File: src/rtl/vgahdmi_fetch_scheduler.sv
// Pixel-data fetch sequencer: strobe/ack memory reads into a small FIFO, head presented as bytes.
// Optional FETCH_STATS_EN adds a saturating underrun_count output.
module vgahdmi_fetch_scheduler #(
  parameter int C_addr_bits       = 30,
  parameter int C_fifo_depth      = 16,
  parameter int C_words_per_frame = 38400
) (
  input  logic                   clk_pixel,
  input  logic                   reset,
  input  logic [C_addr_bits-1:0] base_addr,
  input  logic                   vga_vsync,
  input  logic                   fetch_next,
  output logic [7:0]             red_byte,
  output logic [7:0]             green_byte,
  output logic [7:0]             blue_byte,
  output logic [7:0]             bright_byte,
  output logic [C_addr_bits-1:0] mem_addr,
  output logic                   mem_strobe,
  input  logic                   mem_ack,
  input  logic [31:0]            mem_data,
  output logic                   underrun,
`ifdef FETCH_STATS_EN
  output logic [15:0]            underrun_count,
`endif
  output logic                   frame_done
);

  localparam int PW   = $clog2(C_fifo_depth);
  localparam int CW   = PW + 1;
  localparam int WL_W = $clog2(C_words_per_frame + 1);

  typedef enum logic [1:0] {S_IDLE, S_FILL, S_REQ} state_t;

  state_t                 state_q, state_d;
  logic                   vsync_q;
  logic [C_addr_bits-1:0] addr_q, addr_d;
  logic [WL_W-1:0]        wl_q, wl_d;
  logic [CW-1:0]          cnt_q, cnt_d;
  logic [PW-1:0]          rd_q, rd_d, wr_q, wr_d;
  logic [31:0]            head_q, head_d;
  logic                   strobe_q, strobe_d;
  logic                   und_q, und_d;
  logic                   done_q, done_d;
  logic                   frame_start, push_en, pop_en, und_evt;
  logic [31:0]            fifo_mem [C_fifo_depth];

  always_comb begin
    frame_start = vsync_q & ~vga_vsync;
    state_d  = state_q;
    addr_d   = addr_q;
    wl_d     = wl_q;
    cnt_d    = cnt_q;
    rd_d     = rd_q;
    wr_d     = wr_q;
    und_d    = und_q;
    done_d   = 1'b0;
    push_en  = 1'b0;
    pop_en   = 1'b0;
    und_evt  = 1'b0;
    if (frame_start) begin
      // Flush and restart; a same-cycle ack or pop is discarded.
      cnt_d   = '0;
      rd_d    = '0;
      wr_d    = '0;
      addr_d  = base_addr;
      wl_d    = WL_W'(C_words_per_frame);
      und_d   = 1'b0;
      state_d = S_FILL;
    end else begin
      push_en = (state_q == S_REQ) && mem_ack;
      pop_en  = fetch_next && (cnt_q != '0);
      und_evt = fetch_next && (cnt_q == '0);
      if (und_evt) und_d = 1'b1;
      if (pop_en)  rd_d = rd_q + PW'(1);
      if (push_en) wr_d = wr_q + PW'(1);
      cnt_d = cnt_q + CW'(push_en) - CW'(pop_en);
      case (state_q)
        S_FILL: begin
          if (wl_q == '0)                                  state_d = S_IDLE;
          else if (cnt_q < CW'(C_fifo_depth) || pop_en)     state_d = S_REQ;
        end
        S_REQ: begin
          if (mem_ack) begin
            addr_d  = addr_q + C_addr_bits'(1);
            wl_d    = wl_q - WL_W'(1);
            done_d  = (wl_q == WL_W'(1));
            state_d = S_FILL;
          end
        end
        default: ;
      endcase
    end
    strobe_d = (state_d == S_REQ);
    // Head bypasses the array when the word being pushed becomes the head.
    if (cnt_d == '0)                  head_d = '0;
    else if (push_en && rd_d == wr_q) head_d = mem_data;
    else                              head_d = fifo_mem[rd_d];
  end

  always_ff @(posedge clk_pixel) begin
    if (push_en) fifo_mem[wr_q] <= mem_data;
  end

  always_ff @(posedge clk_pixel) begin
    if (reset) begin
      state_q  <= S_IDLE;
      vsync_q  <= 1'b1;
      addr_q   <= '0;
      wl_q     <= '0;
      cnt_q    <= '0;
      rd_q     <= '0;
      wr_q     <= '0;
      head_q   <= '0;
      strobe_q <= 1'b0;
      und_q    <= 1'b0;
      done_q   <= 1'b0;
    end else begin
      state_q  <= state_d;
      vsync_q  <= vga_vsync;
      addr_q   <= addr_d;
      wl_q     <= wl_d;
      cnt_q    <= cnt_d;
      rd_q     <= rd_d;
      wr_q     <= wr_d;
      head_q   <= head_d;
      strobe_q <= strobe_d;
      und_q    <= und_d;
      done_q   <= done_d;
    end
  end

`ifdef FETCH_STATS_EN
  logic [15:0] ucnt_q, ucnt_d;
  always_comb begin
    ucnt_d = ucnt_q;
    if (und_evt && ucnt_q != 16'hFFFF) ucnt_d = ucnt_q + 16'd1;
  end
  always_ff @(posedge clk_pixel) begin
    if (reset) ucnt_q <= '0;
    else       ucnt_q <= ucnt_d;
  end
  assign underrun_count = ucnt_q;
`endif

  assign red_byte    = head_q[7:0];
  assign green_byte  = head_q[15:8];
  assign blue_byte   = head_q[23:16];
  assign bright_byte = head_q[31:24];
  assign mem_addr    = addr_q;
  assign mem_strobe  = strobe_q;
  assign underrun    = und_q;
  assign frame_done  = done_q;

endmodule
File: config.mk
export PLATFORM = sky130hd
export DESIGN_NAME = vgahdmi_fetch_scheduler
export DESIGN_NICKNAME = d
export VERILOG_FILES = /design/src/rtl/vgahdmi_fetch_scheduler.sv
export SDC_FILE = /design/constraint.sdc
export NUM_CORES = 1
export LEC_CHECK = 0
export ABC_AREA = 1
export BUFFER_PORTS_ARGS = -buffer_cell sky130_fd_sc_hd__buf_2
export CORE_UTILIZATION = 56
export DETAILED_ROUTE_END_ITERATION = 10
export PLACE_DENSITY = 0.77
export SLEW_MARGIN = 20
export SYNTH_ARGS = -nofsm -noshare
export SYNTH_HDL_FRONTEND = slang
export SYNTH_SLANG_ARGS = --single-unit
File: constraint.sdc
create_clock -name clk_pixel -period 4.2 [get_ports clk_pixel]
set_clock_uncertainty 0.1 [all_clocks]
set_input_delay 0.84 -clock clk_pixel [delete_from_list [all_inputs] [get_ports clk_pixel]]
set_output_delay 0.84 -clock clk_pixel [all_outputs]
set_load 0.1 [all_outputs]
==> flow_summary_export.csv <==
group,metric,value,unit
logic_synthesis,async_flop_share,0,%
global_routing,grt_usage,29.3,%
power,p_leak,0.0136,µW
logic_synthesis,synth_compound_area_share,2.07,%
final_layout,drive_gt1_share,11.0,%
final_layout,layoutNonFillerInstCount,3699,
clock_tree,root_buffer,"clkbuf_16",
power,p_clk_share,29.4,%
detailed_routing,initialDrtViolationCount,2887,
setup_path,path_max_fanout,10,
sta,fin_setup_tns,0,ns
detailed_routing,wl,74300,µm
outcome,status,"finished clean",
setup_path,cp-end-kind,"register",
power,net-switching-power,7580,µW
sta,slew_headroom,27.4,%
run,maxCapViolCount,0,
clock_tree,clk_pin_slew,0.06,ns
logic_synthesis,synth-seq-cells,609,
sta,min_period,3.88,ns
floorplan,fp.dieH,225,µm
setup_path,cp.required,4.61,ns
final_layout,syn_to_final_growth,13.2,%
floorplan,coreArea,49100,µm²
global_routing,grt_first_pass_wirelength,114000,µm
final_layout,fillers,3782,
floorplan,ios,132,
final_layout,multi_input_area,7740,µm²
detailed_routing,vias_per_cell,5.82,
logic_synthesis,ys_seq_area_share,62.1,%
detailed_routing,drtPass1Iterations,7,
global_routing,grt_max_degree,168,
clock_tree,cts_tree,"built",
sta,rsz0062_at_grt,"no",
logic_synthesis,synth_ff_type,"edfxtp_1",
logic_synthesis,postSynthAreaPerCell,9.61,µm²
floorplan,row_count,81,
detailed_routing,vias,21545,
sta,hold_viol,0,
clock_tree,htreeDepth,2,
logic_synthesis,yosys_warnings,0,
setup_path,path_class,"register to register",
clock_tree,numCtsBuffers,61,
final_layout,final-seq-area,17300,µm²
global_routing,overflow,0,
floorplan,die-area,50700,µm²
clock_tree,ctsLongestPathBuffers,3,
floorplan,die_w,225,µm
detailed_routing,route.detailed.drc,0,
power,power_density,622,nW/µm²
logic_synthesis,synth_top_family_by_area,"simple AND/OR/NAND/NOR gates",
sta,setup_viol,0,
logic_synthesis,synth_cell_type_count,39,
placed_design,pre_cts_ws,0.0656,ns
sta,fin_crit_sh,92.3,%
logic_synthesis,synth.cell_area,27900,µm²
power,peakVddDrop,0.699,mV
global_routing,antenna_found_initial,2,
logic_synthesis,synth_nets,2984,
setup_path,cp.arrival,4.29,ns
detailed_routing,ant_nets,0,
floorplan,start_util,56.8,%
logic_synthesis,synth_xor_area_share,0.943,%
sta,setup_ws,0.322,ns
power,p_total,19600,µW
placed_design,io_buffers,131,
placed_design,place_inst,3583,
detailed_routing,routedWlPerCell,20.1,µm
power,power.internal,12000,µW
setup_path,worstSetupStartpointType,"register",
logic_synthesis,syn_inst,2901,
final_layout,n_antenna_cell,0,
power,combPwrFrac,35.5,%
sta,slew_viol_final,0,
global_routing,grt_pass1_vias,21001,
power,netSwitchingFraction,38.6,%
sta,timing.hold.ws,0.327,ns
clock_tree,hold_buffers,0,
placed_design,hpwl,40400,µm
clock_tree,clkLatencyLatePin,0.63,ns
placed_design,routabilityCongestion,0.897,
logic_synthesis,muxShareOfSynthArea,0,%
sta,fmax,0.258,GHz
logic_synthesis,synthAdderAreaFrac,0.745,%
power,seq_power_share,35.1,%
sta,worst-slew-pin-transition,1.09,ns
clock_tree,cts_sinks,609,
logic_synthesis,yosys.area_share.simple,23.3,%
hold_path,hold_class,"input pin to register",
logic_synthesis,synth-edff-count,512,
final_layout,finalNetCount,3067,
-- worst max-delay path: stages (launching register included) --
cell,delay [ns]
dfxtp_1,0.36
inv_1,0.08
ha_1,0.18
inv_1,0.08
nor2_2,0.05
nand2_4,0.10
nand2_4,0.10
nor2_1,0.20
inv_1,0.09
nand2_1,0.08
ha_1,0.17
inv_1,0.06
fa_1,0.36
inv_1,0.10
nand2_1,0.05
nand3_1,0.10
o2111ai_1,0.35
a21oi_2,0.85
nor2_1,0.11
nand2_1,0.11
inv_1,0.04
-- cells in the mapped netlist (4+ instances only) --
master	number	area share, %
a31oi_1	20	0.45
clkbuf_1	84	1.1
dfxtp_1	97	7.0
nand2_1	470	6.3
edfxtp_1	512	55
xnor2_1	10	0.31
nor2_1	135	1.8
o21ai_0	55	0.99
nand3_1	476	8.5
nand4_1	235	5.3
ha_1	15	0.67
buf_1	19	0.26
xor2_1	20	0.63
a21oi_1	27	0.48
inv_2	5	0.067
buf_4	10	0.27
buf_2	60	1.1
inv_1	581	7.8
nand3_2	4	0.14
nor3_1	33	0.59
-- cells in the final DEF (no fill, tap or decap), types with 4 or more instances in the layout --
master and instances:
inv_1 580, edfxtp_1 512, nand3_1 475, nand2_1 470
nand4_1 235, buf_2 131, nor2_1 130, dfxtp_1 97
clkbuf_16 64, o21ai_0 55, buf_4 51, a21oi_1 26
xor2_1 20, a31oi_1 20, nor3_1 20, clkbuf_1 16
ha_1 15, buf_12 13, nor3_2 11, xnor2_1 10
clkinv_2 9, bufinv_16 9, clkbuf_8 7, inv_2 5
clkinv_1 5, nor2_2 4, nor2_4 4, nor3_4 4
nand3_4 4
-- cell families after synthesis --
group                      count (synthesis)
xor gates and xnor gates                  30
AOI/OAI and AO/OA                        108
and+or+nand+nor                         1375
buffers and inverters                    763
adders and majority gates                 16
DFF                                      609
-- final cells by class --
cell class | count | share of cell area (%)
clock buffer | 87 | 5.57
clock inverter | 27 | 1.21
inverter | 587 | 6.99
multi-input combinational | 1530 | 24.6
sequential | 609 | 54.9
tap | 664 | 2.63
timing repair buffer | 195 | 4.12
-- routing by layer --
layer  up-vias  track usage (%)  wire length (µm)  part of all wire [%]
met2      1250             46.9             35300                    47
met4         2             12.9              2710                   3.6
met1     10227             39.6             29100                    39
met3       205             4.50              7230                   9.7
li1       9861                -                 -                     -
met5         -                0                10                 0.013
-- flip-flops by register name (all words and copies together), names as in the netlist, 2 cells and up --
register and flops:
wr_q 4, wl_q 16, state_q 2, mem_addr 30
cnt_q 5, fifo_mem 512, rd_q 4, head_q 32
-- repair_timing --
action | 4_1_cts | 5_1_grt
endpoints found under the setup margin | 0 | 13
resized for setup | 0 | 1
buffers inserted | 0 | 1
-- final timing paths --
path	startpoint	to	slack [ns]	depth (start not counted)
worst max-delay path	cnt_q[3]	head_q[14]	0.32	20
worst min-delay path	vga_vsync	vsync_q	0.33	3
worst max register to register	cnt_q[3]	head_q[14]	0.32	20
worst min register to register	underrun	underrun	0.35	2
-- power groups by stage --
stage	Clock [µW]	Sequential (µW)	Combinational, µW
finish	5770	6880	6970
global route	6040	6890	7540
CTS	5810	6880	6810
detailed placement	0	7000	6740
global placement	0	7000	6570
floorplan	0	7920	4060
-- metrics by stage --
step | cell area (µm²) | utilization (%)
floorplan | 27900 | -
global placement | 29400 | 59.9
detailed placement | 29400 | 59.9
CTS | 31500 | 64.2
global route | 31500 | 64.3
finish | 31500 | 64.3
Power figures use the tool's default switching activity.
